### src/rtl/sap_control_sequencer.sv
// sap_control_sequencer
//   SAP-class control sequencer. A one-hot T-state ring counter plus an
//   opcode decoder produce the 12-bit SAP-1 control word for the datapath.
//
// Parameters
//   T_STATES    ring length (6..8); states past T6 only ever emit the idle word
//   SHORT_CYCLE 1 = restart at T1 right after an instruction's last active state
//               0 = always run the full ring
//
// Ports
//   Clk      rising-edge clock (inverted relative to the datapath clock)
//   Clr      synchronous active-high reset; overrides EN and halt
//   EN       advance enable; low holds the ring and the halt flag
//   OPCODE   IR upper nibble; must be valid from T4 to the end of the instruction
//   CONTROL  {Cp, Ep, nLm, nCE, nLi, nEi, nLa, Ea, Su, Eu, nLb, nLo}
//   LP       load-PC strobe for JMP
//   HLT      registered halted flag
//   T_STATE  one-hot ring, bit0 = T1
//
// Build option
//   SAP_JUMP_EN  when defined, opcode 0x3 is JMP (T4: Ei with LP); otherwise
//                0x3 is a NOP and LP is tied low.

module sap_control_sequencer #(
    parameter int T_STATES    = 6,
    parameter int SHORT_CYCLE = 1
) (
    input  logic                Clk,
    input  logic                Clr,
    input  logic                EN,
    input  logic [3:0]          OPCODE,
    output logic [11:0]         CONTROL,
    output logic                LP,
    output logic                HLT,
    output logic [T_STATES-1:0] T_STATE
);

    typedef enum logic [3:0] {
        OP_LDA = 4'h0,
        OP_ADD = 4'h1,
        OP_SUB = 4'h2,
        OP_JMP = 4'h3,
        OP_OUT = 4'hE,
        OP_HLT = 4'hF
    } opcode_e;

    localparam logic [T_STATES-1:0] RING_T1 = T_STATES'(1);

    localparam logic [11:0] CW_IDLE  = 12'h3E3;
    localparam logic [11:0] CW_T1    = 12'h5E3;
    localparam logic [11:0] CW_T2    = 12'hBE3;
    localparam logic [11:0] CW_T3    = 12'h263;
    localparam logic [11:0] CW_LDMAR = 12'h1A3;
    localparam logic [11:0] CW_LDA5  = 12'h2C3;
    localparam logic [11:0] CW_LDB   = 12'h2E1;
    localparam logic [11:0] CW_ADD6  = 12'h3C7;
    localparam logic [11:0] CW_SUB6  = 12'h3CF;
    localparam logic [11:0] CW_OUT4  = 12'h3F2;
    localparam logic [11:0] CW_JMP4  = 12'h3A3;

    logic [T_STATES-1:0] t_state_q, t_state_d;
    logic                hlt_q, hlt_d;
    logic                ring_legal;
    logic                last_state;
    opcode_e             op;

    assign op         = opcode_e'(OPCODE);
    assign ring_legal = $onehot(t_state_q);

    // Last active T-state of the current instruction; unlisted opcodes are NOPs
    // that end after fetch.
    always_comb begin
        last_state = t_state_q[2];
        case (op)
            OP_LDA:         last_state = t_state_q[4];
            OP_ADD, OP_SUB: last_state = t_state_q[5];
            OP_OUT:         last_state = t_state_q[3];
`ifdef SAP_JUMP_EN
            OP_JMP:         last_state = t_state_q[3];
`endif
            OP_HLT:         last_state = 1'b0;
            default:        last_state = t_state_q[2];
        endcase
    end

    always_comb begin
        t_state_d = t_state_q;
        hlt_d     = hlt_q;
        if (EN && !hlt_q) begin
            if (!ring_legal) begin
                t_state_d = RING_T1;
            end else if (t_state_q[3] && (op == OP_HLT)) begin
                // Halt latches with the ring parked on T4.
                hlt_d = 1'b1;
            end else if (((SHORT_CYCLE != 0) && last_state) || t_state_q[T_STATES-1]) begin
                t_state_d = RING_T1;
            end else begin
                t_state_d = t_state_q << 1;
            end
        end
    end

    always_ff @(posedge Clk) begin
        if (Clr) begin
            t_state_q <= RING_T1;
            hlt_q     <= 1'b0;
        end else begin
            t_state_q <= t_state_d;
            hlt_q     <= hlt_d;
        end
    end

    always_comb begin
        CONTROL = CW_IDLE;
        LP      = 1'b0;
        if (ring_legal) begin
            if (t_state_q[0]) begin
                CONTROL = CW_T1;
            end else if (t_state_q[1]) begin
                CONTROL = CW_T2;
            end else if (t_state_q[2]) begin
                CONTROL = CW_T3;
            end else if (t_state_q[3]) begin
                case (op)
                    OP_LDA, OP_ADD, OP_SUB: CONTROL = CW_LDMAR;
                    OP_OUT:                 CONTROL = CW_OUT4;
`ifdef SAP_JUMP_EN
                    OP_JMP: begin
                        CONTROL = CW_JMP4;
                        LP      = 1'b1;
                    end
`endif
                    default:                CONTROL = CW_IDLE;
                endcase
            end else if (t_state_q[4]) begin
                case (op)
                    OP_LDA:         CONTROL = CW_LDA5;
                    OP_ADD, OP_SUB: CONTROL = CW_LDB;
                    default:        CONTROL = CW_IDLE;
                endcase
            end else if (t_state_q[5]) begin
                case (op)
                    OP_ADD:  CONTROL = CW_ADD6;
                    OP_SUB:  CONTROL = CW_SUB6;
                    default: CONTROL = CW_IDLE;
                endcase
            end
        end
    end

    assign T_STATE = t_state_q;
    assign HLT     = hlt_q;

endmodule
### config.mk
export PLATFORM = sky130hd
export DESIGN_NAME = sap_control_sequencer
export DESIGN_NICKNAME = d
export VERILOG_FILES = /design/src/rtl/sap_control_sequencer.sv
export SDC_FILE = /design/constraint.sdc
export NUM_CORES = 1
export LEC_CHECK = 0
export BUFFER_PORTS_ARGS = -buffer_cell sky130_fd_sc_hd__buf_2
export CAP_MARGIN = 30
export CORE_AREA = 8 8 45 47
export DETAILED_ROUTE_END_ITERATION = 8
export DIE_AREA = 0 0 53 55
export PLACE_DENSITY = 0.76
export SLEW_MARGIN = 20
export SYNTH_ARGS = -nofsm -noshare
export SYNTH_HDL_FRONTEND = slang
export SYNTH_SLANG_ARGS = --single-unit
### constraint.sdc
create_clock -name Clk -period 9.2 [get_ports Clk]
set_input_delay 0.92 -clock Clk [delete_from_list [all_inputs] [get_ports Clk]]
set_output_delay 0.92 -clock Clk [all_outputs]
set_load 0.02 [all_outputs]
---- Yosys cells after proc, flatten, opt, wreduce, memory -nomap -nowiden ----
Index checks and enable logic that the tools add are counted.
word-level totals
  flip-flop bits (word level) ............. 7
  input bits .............................. 7
  output and inout bits ................... 20
operators by class
  add/sub/neg operators ................... 5
  eq/ne operators ......................... 6
  mux-type cells .......................... 14
  reduce and logical (&&, ||, !) cells .... 9
operator list
  kind                                                             number
  12-bit 2-to-1 mux                                                6
  6-bit 2-to-1 mux                                                 4
  10-bit one-hot mux with 2 select lines                           1
  9-bit one-hot mux with 2 select lines                            1
  6-bit one-hot mux with 2 select lines                            1
  4-bit == test, second input constant                             2
  1-bit by 1-bit adder with 2-bit output                           3
  4-bit by 1-bit == test with 1-bit output, second input constant  1
  4-bit by 2-bit == test with 1-bit output, second input constant  1
  4-bit zero test                                                  1
  1-bit one-hot mux with 4 select lines                            1
  2-bit by 2-bit adder with 3-bit output                           1
  3-bit by 2-bit adder with 3-bit output                           1
  3-bit by 1-bit == test with 1-bit output, second input constant  1
  3-bit AND reduction                                              1
  3-bit OR reduction                                               1
  1-bit logical AND                                                2
  2-bit != test, second input constant                             1
  2-bit AND reduction                                              1
  2-bit OR reduction                                               1
  1-bit zero test                                                  1
  1-bit logical OR                                                 1

---- Logic depth before layout (Yosys ltp) ----
Gate-level depths: netlist (run 1).
  word-level depth ........................ 9
  depth in mapped cells ................... 10

---- Least setup slack after synthesis (run 1) ----
Ideal clock, no wire load.
  path kind ............................... reg-to-output
  start ................................... register t_state_q[0], in the netlist T_STATE[0]
  end ..................................... output port CONTROL[2]
  data arrival time ....................... 3.693 ns
  setup slack ............................. 4.587 ns
  cell stages (with the launch flop) ...... 11
  buffers on the path ..................... 0
  path through ............................ dfxtp_1 -> inv_1 -> fa_1 -> fa_1 -> inv_1 -> ha_1 -> fa_1 -> nor3b_4 -> nand3b_2 -> or4_4 -> nor3_1
on the way
  longest elaborated chain between the ends .. 5
  elaborated cells on any way between the ends .. 6
  classes of those cells .................. add/sub: 3; eq/ne: 1; mux: 2
RTL lines
  item                                                          RTL line  source
  start, declared                                               61        logic [T_STATES-1:0] t_state_q, t_state_d;
  start signal, assigned                                        108       t_state_q <= t_state_d;
  1-bit by 1-bit adder with 2-bit output (implied by the code)  68        assign ring_legal = $onehot(t_state_q);
  2-bit by 2-bit adder with 3-bit output (implied by the code)  68
  3-bit by 2-bit adder with 3-bit output (implied by the code)  68
  3-bit by 1-bit == test with 1-bit output                      68
  12-bit 2-to-1 mux *                                           116       if (ring_legal) begin
  end, declared                                                 32        output logic [11:0] CONTROL,
Mark *: on every way between the ends. The rest lies on a longest branch, timed or not.

---- Worst setup path in the final report (run 1) ----
  start ................................... register t_state_q[3], in the netlist T_STATE[3]
  end ..................................... output port CONTROL[1]
on the way
  longest elaborated chain between the ends .. 5
  elaborated cells on any way between the ends .. 9
  classes of those cells .................. add/sub: 3; eq/ne: 1; mux: 5
RTL lines
  item                                                                                               RTL line
  1-bit by 1-bit adder with 2-bit output (implied by the code) or 12-bit 2-to-1 mux (tied branches)  68, 123
  2-bit by 2-bit adder with 3-bit output (implied by the code) or 12-bit 2-to-1 mux (tied branches)  68, 121
  3-bit by 2-bit adder with 3-bit output (implied by the code) or 12-bit 2-to-1 mux (tied branches)  68, 119
  3-bit by 1-bit == test with 1-bit output or 12-bit 2-to-1 mux (tied branches)                      68, 117
  12-bit 2-to-1 mux *                                                                                116
Marked as above.

==> flow_summary.json, run 1 <==
{
  "cp-end-kind": "output port",
  "min_period_over_period": 0.5391,
  "total_leakage_power_nw": 0.3366,
  "worst_setup_path_start_kind": "flop",
  "ys_ff_latch": 7,
  "synth_area_leader_cell": "dfxtp_1",
  "place_ws_ps": 4477,
  "setup_viol": 0,
  "layout.nets": 107,
  "grt_start_max_net_pins": 11,
  "root_buffer": "clkbuf_4",
  "post-dp-hpwl_um": 1226,
  "drv_cap": 0,
  "syn_area_um2": 586.8,
  "muxShareOfSynthArea": 0,
  "initial_core_util": 0.4241,
  "io_pins": 27,
  "rows": 14,
  "core_um2": 1384,
  "clock_latency_ps": 250,
  "fmax_mhz": 201.6,
  "finalClockSkew_ps": 11.25,
  "tns_ps": 0,
  "slew_headroom": 0.6339,
  "ctsResizeCount": 0,
  "ys_async_sr_fraction": 0,
  "clkTransAtPathRegs_ps": 50,
  "hp-class": "flop to flop",
  "area_delta_synth_final_pct": 28.14,
  "cp.arrival_ps": 4040,
  "wirelength_um": 1513,
  "crit_path_max_fanout": 10,
  "netlist_top_cells_area": "dfxtp_1 24%, fa_1 10%, inv_1 6.4%",
  "die_area_um2": 2915,
  "place_congestion": 0.8498,
  "cts_sinks": 7,
  "synth_warnings": 0,
  "synth_top_family_by_area": "simple AND/OR/NAND/NOR gates",
  "maxSlewViolCount": 0,
  "dieWidth_um": 53,
  "hold_viol_final": 0,
  "place_inst": 106,
  "cts_tree": "done",
  "crit_type": "flop to output port",
  "finalNonFillerCells": 110,
  "grt_overflow": 0,
  "drcViolationCount": 0,
  "drt_iter0_drc": 5,
  "ys.flop_type": "dfxtp_1",
  "seq_area_frac_synth": 0.2388,
  "vias": 605,
  "synth_compound_area_frac": 0.1599,
  "wl_per_cell_um": 13.75,
  "syn_area_per_cell_um2": 8.891,
  "clockBufferDepth": 2,
  "cts-buffers-inserted": 3,
  "vdd_ir_drop_max_v": 0.0001906,
  "synthesis.nets": 78,
  "holdBufCountCts": 0,
  "synthCells": 66,
  "dr.pass1.iters": 2,
  "fp.dieH_um": 55,
  "drive_gt1_frac": 0.4043,
  "cp.required_ps": 8280,
  "numPortBuffers": 25,
  "vias_per_cell": 5.500,
  "grt_pass1_vias": 537,
  "grtUsageTotal": 0.1009,
  "fin_ws_ps": 4240,
  "h-tree-depth": 1,
  "pwr_density_cell_nw_per_um2": 270.8,
  "synth_top_cell_area_share": 0.2388,
  "n_antenna_cell": 0,
  "rsz0062_at_grt": "false",
  "period_needed_ps": 4960,
  "synth-edff-count": 0,
  "cts_setup_buffers": 0,
  "yosys.area_share.simple": 0.3582,
  "ant_nets": 0,
  "outcome": "complete, no violations",
  "yosys.area_share.xor_xnor": 0.01493,
  "synth_fa_ha_area_frac": 0.1450,
  "antenna_found_initial": 0,
  "yosys.cell_types.count": 32,
  "grt_pass1_wl_um": 2277,
  "tightest_slew_ps": 546.6
}
==> Yosys cell counts (all sizes together) (2+ instances only) <==
cell type  number
a21oi           2
a22o            4
and2            3
and4            2
dfxtp           7
fa              3
ha              2
inv            10
nand3           4
nand4           3
nor3            2
nor4b           2
o21ai           2
or3             4
==> final cells by class <==
class | count | area (um2)
fill | 146 | 631.9
multi-input combinational | 48 | 401.6
sequential | 7 | 140.1
timing repair buffer | 25 | 125.1
inverter | 10 | 37.54
clock buffer | 3 | 22.52
tap | 16 | 20.02
clock inverter | 1 | 5.005
==> worst max-delay path, stage by stage, from the launching register on <==
cell	delay, ps
dfxtp_1	470
inv_1	130
fa_1	460
fa_1	490
inv_1	40
ha_1	180
fa_1	480
nor3b_4	410
nand3b_2	140
or4_4	450
or3_1	360
buf_2	170
==> power breakdown <==
part           switching, mW  total, mW  internal [mW]
registers            0.00865     0.0444         0.0358
logic                 0.0785      0.132         0.0531
clock network         0.0117     0.0276         0.0159
total                 0.0988      0.204          0.105
==> sequential cells by signal (all words and copies together), names as in the netlist <==
signal and flops:
T_STATE 6, HLT 1
==> per-stage QoR <==
step           total power [mW]  hold WS, ps    util  area (um2)
6_report                 0.2036        483.3  0.5434       752.0
5_1_grt                  0.2203        523.3  0.5434       752.0
4_1_cts                  0.2069        484.8  0.5434       752.0
3_5_place_dp             0.1781        477.6  0.5235       724.4
3_3_place_gp             0.1754        463.0  0.5235       724.4
2_1_floorplan            0.1415        549.9       -       586.8
==> worst paths after layout <==
check | startpoint | endpoint | slack (ps) | cells past startpoint
min reg2reg | HLT | HLT | 480 | 2
min | HLT | HLT | 480 | 2
max | T_STATE[3] | CONTROL[1] | 4240 | 11
max reg2reg | T_STATE[3] | T_STATE[1] | 5660 | 10
==> cell families (layout without fill, tap and decap cells) <==
family / Yosys count / after routing
adders and majority gates: 5 / 5
xor gates and xnor gates: 1 / 1
buffers and inverters: 11 / 39
DFF: 7 / 7
and+or+nand+nor: 28 / 28
other: 1 / 1
AOI/OAI and AO/OA: 13 / 13
==> layout by cell type (no fill, tap or decap), drive strengths merged <==
cell,instances
buf,25
nand3b,1
nor2,1
nand2b,1
o21a,1
nand2,1
nor3,2
clkbuf,3
clkinv,1
dfxtp,7
or4,1
nor4b,2
xnor2,1
a22o,4
nand4,3
and4,2
a211o,1
conb,1
a31oi,1
o2bb2ai,1
fa,3
ha,2
o21ai,2
nand3,4
nor3b,1
inv,10
or3,4
a21oi,2
nor4,1
o211ai,1
or3b,1
and2,3
==> layer usage <==
metal	routed length, um	share of wire	global-route usage	vias to the layer above
met2	747	0.49	0.1758	15
met5	0	0	0	-
li1	-	-	-	298
met4	28	0.019	0.07328	0
met3	107	0.071	0.01872	4
met1	629	0.42	0.1075	288
Note: power is estimated with default switching activity, not from simulation.
==> inputs of run 2 (changes only) <==
- CORE_AREA: 8 8 45 47 -> unset
- CORE_MARGIN: unset -> 8
- CORE_UTILIZATION: unset -> 40
- DIE_AREA: 0 0 53 55 -> unset
- PLACE_DENSITY: 0.76 -> 0.73
- clock period: 9.2 -> 4.4 ns (I/O delays scaled with it)
==> run 2 against run 1 <==
Clock skew shrank 9.7 ps. Flip-flop and latch count is the same. Global-route usage grew 0.65 points. Hold slack lost 96 ps. Largest power group unchanged. Highest routed layer unchanged. Largest cell class unchanged. Sequential share of layout area shrank 0.33 points. Combinational power grew 130%. Utilization shrank 1.0 points. Register-to-register slack lost 4700 ps. Critical path type unchanged.
==> flow_summary.json, run 2 (synthesis gave the netlist of run 1 again) <==
{
  "area_delta_synth_final_pct": 30.49,
  "post-dp-hpwl_um": 1305,
  "hold_viol_final": 0,
  "ant_nets": 0,
  "crit_type": "flop to output port",
  "grt_pass1_vias": 564,
  "r2r_setup_slack_ps": 980,
  "numPortBuffers": 25,
  "place_ws_ps": 428.9,
  "clkTransAtPathRegs_ps": 50,
  "worst_setup_path_start_kind": "flop",
  "io_pins": 27,
  "vdd_ir_drop_max_v": 0.0004474,
  "root_buffer": "clkbuf_4",
  "holdBufCountCts": 0,
  "grt_start_max_net_pins": 10,
  "rsz0062_at_grt": "false",
  "fp.dieH_um": 54.30,
  "initial_core_util": 0.4085,
  "cts_sinks": 7,
  "dr.pass1.iters": 4,
  "wl_per_cell_um": 13.87,
  "grt_pass1_wl_um": 2366,
  "ctsResizeCount": 0,
  "largest_register_ffs": 6,
  "clock_latency_ps": 240,
  "drcViolationCount": 0,
  "setup_viol": 0,
  "fin_ws_ps": 195.8,
  "final_common_cell": "buf_2",
  "dieWidth_um": 54.30,
  "fmax_mhz": 237.9,
  "place_inst": 108,
  "layout_common_cells": "25 x buf_2, 10 x inv_1, 7 x dfxtp_1",
  "total_leakage_power_nw": 0.3440,
  "wirelength_um": 1553,
  "tns_ps": 0,
  "hp-class": "primary input to flop",
  "finalNonFillerCells": 112,
  "drv_cap": 0,
  "maxSlewViolCount": 0,
  "drt_iter0_drc": 15,
  "outcome": "complete, no violations",
  "cp.arrival_ps": 3760,
  "pwr_density_cell_nw_per_um2": 582.9,
  "slew_headroom": 0.6590,
  "cts-buffers-inserted": 3,
  "dpl-instance-area_um2": 739.5,
  "cp.required_ps": 3960,
  "finalClockSkew_ps": 1.536,
  "die_area_um2": 2948,
  "vias": 600,
  "crit_path_max_fanout": 6,
  "vias_per_cell": 5.357,
  "cts_tree": "done",
  "min_period_over_period": 0.9555,
  "n_antenna_cell": 0,
  "clockBufferDepth": 2,
  "cp-end-kind": "output port",
  "grtUsageTotal": 0.1074,
  "rows": 14,
  "drive_gt1_frac": 0.4063,
  "n_fill_cell": 151,
  "grt_overflow": 0,
  "place_congestion": 0.7649,
  "cts_setup_buffers": 0,
  "layout.nets": 109,
  "period_needed_ps": 4204,
  "final_cell_area_um2": 765.7,
  "tightest_slew_ps": 509.2,
  "core_um2": 1436,
  "antenna_found_initial": 0,
  "h-tree-depth": 1
}
## run 2: cell count changes in the layout (fill, tap and decap cells not counted), sizes merged
cell,before,now
buf,25,27
clkbuf,3,4
clkinv,1,0
## run 2: metal layers
| metal | track usage | up-vias | part of all wire |
|---|---|---|---|
| met2 | 0.1832 | 14 | 0.52 |
| met1 | 0.1118 | 283 | 0.39 |
| met5 | 0 | - | 0 |
| li1 | - | 301 | - |
| met3 | 0.02174 | 2 | 0.088 |
| met4 | 0.08607 | 0 | 0.0084 |
## run 2: area by class of cell
cell class | count | area [um2] | share of cell area
Timing Repair Buffer | 27 | 140.1 | 0.1830
Inverter | 10 | 37.54 | 0.04902
Sequential cell | 7 | 140.1 | 0.1830
Multi-Input combinational cell | 48 | 401.6 | 0.5245
Tap cell | 16 | 20.02 | 0.02614
Clock buffer | 4 | 26.28 | 0.03431
## run 2: stage by stage
step | util | hold slack [ps] | power [mW]
4_1_cts | 0.5331 | 374.3 | 0.4551
5_1_grt | 0.5331 | 388.6 | 0.4849
6_report | 0.5331 | 387.6 | 0.4463
3_5_place_dp | 0.5148 | 480.9 | 0.3958
3_3_place_gp | 0.5148 | 464.3 | 0.3867
2_1_floorplan | - | 509.1 | 0.2958
## run 2: worst max-delay path: stages, from the launching register on
cell      delay (ps)
dfxtp_1          380
inv_1            110
fa_1             500
fa_1             490
inv_1             40
ha_1             180
fa_1             480
nor3b_4          230
nand3b_2         130
or4_4            450
or3_1            350
buf_2            160
## run 2: path summary, 6_finish.rpt
path,startpoint,end,cells past startpoint
worst max-delay path,T_STATE[0],CONTROL[1],11
worst min-delay path,Clr,HLT,2
worst max register to register,T_STATE[0],T_STATE[0],11
worst min register to register,HLT,HLT,2
## run 2: report_power, final
group	switching [mW]	total (mW)	internal (mW)
combinational	0.171	0.299	0.128
clock	0.0209	0.0553	0.0344
sequential	0.0172	0.0921	0.0749
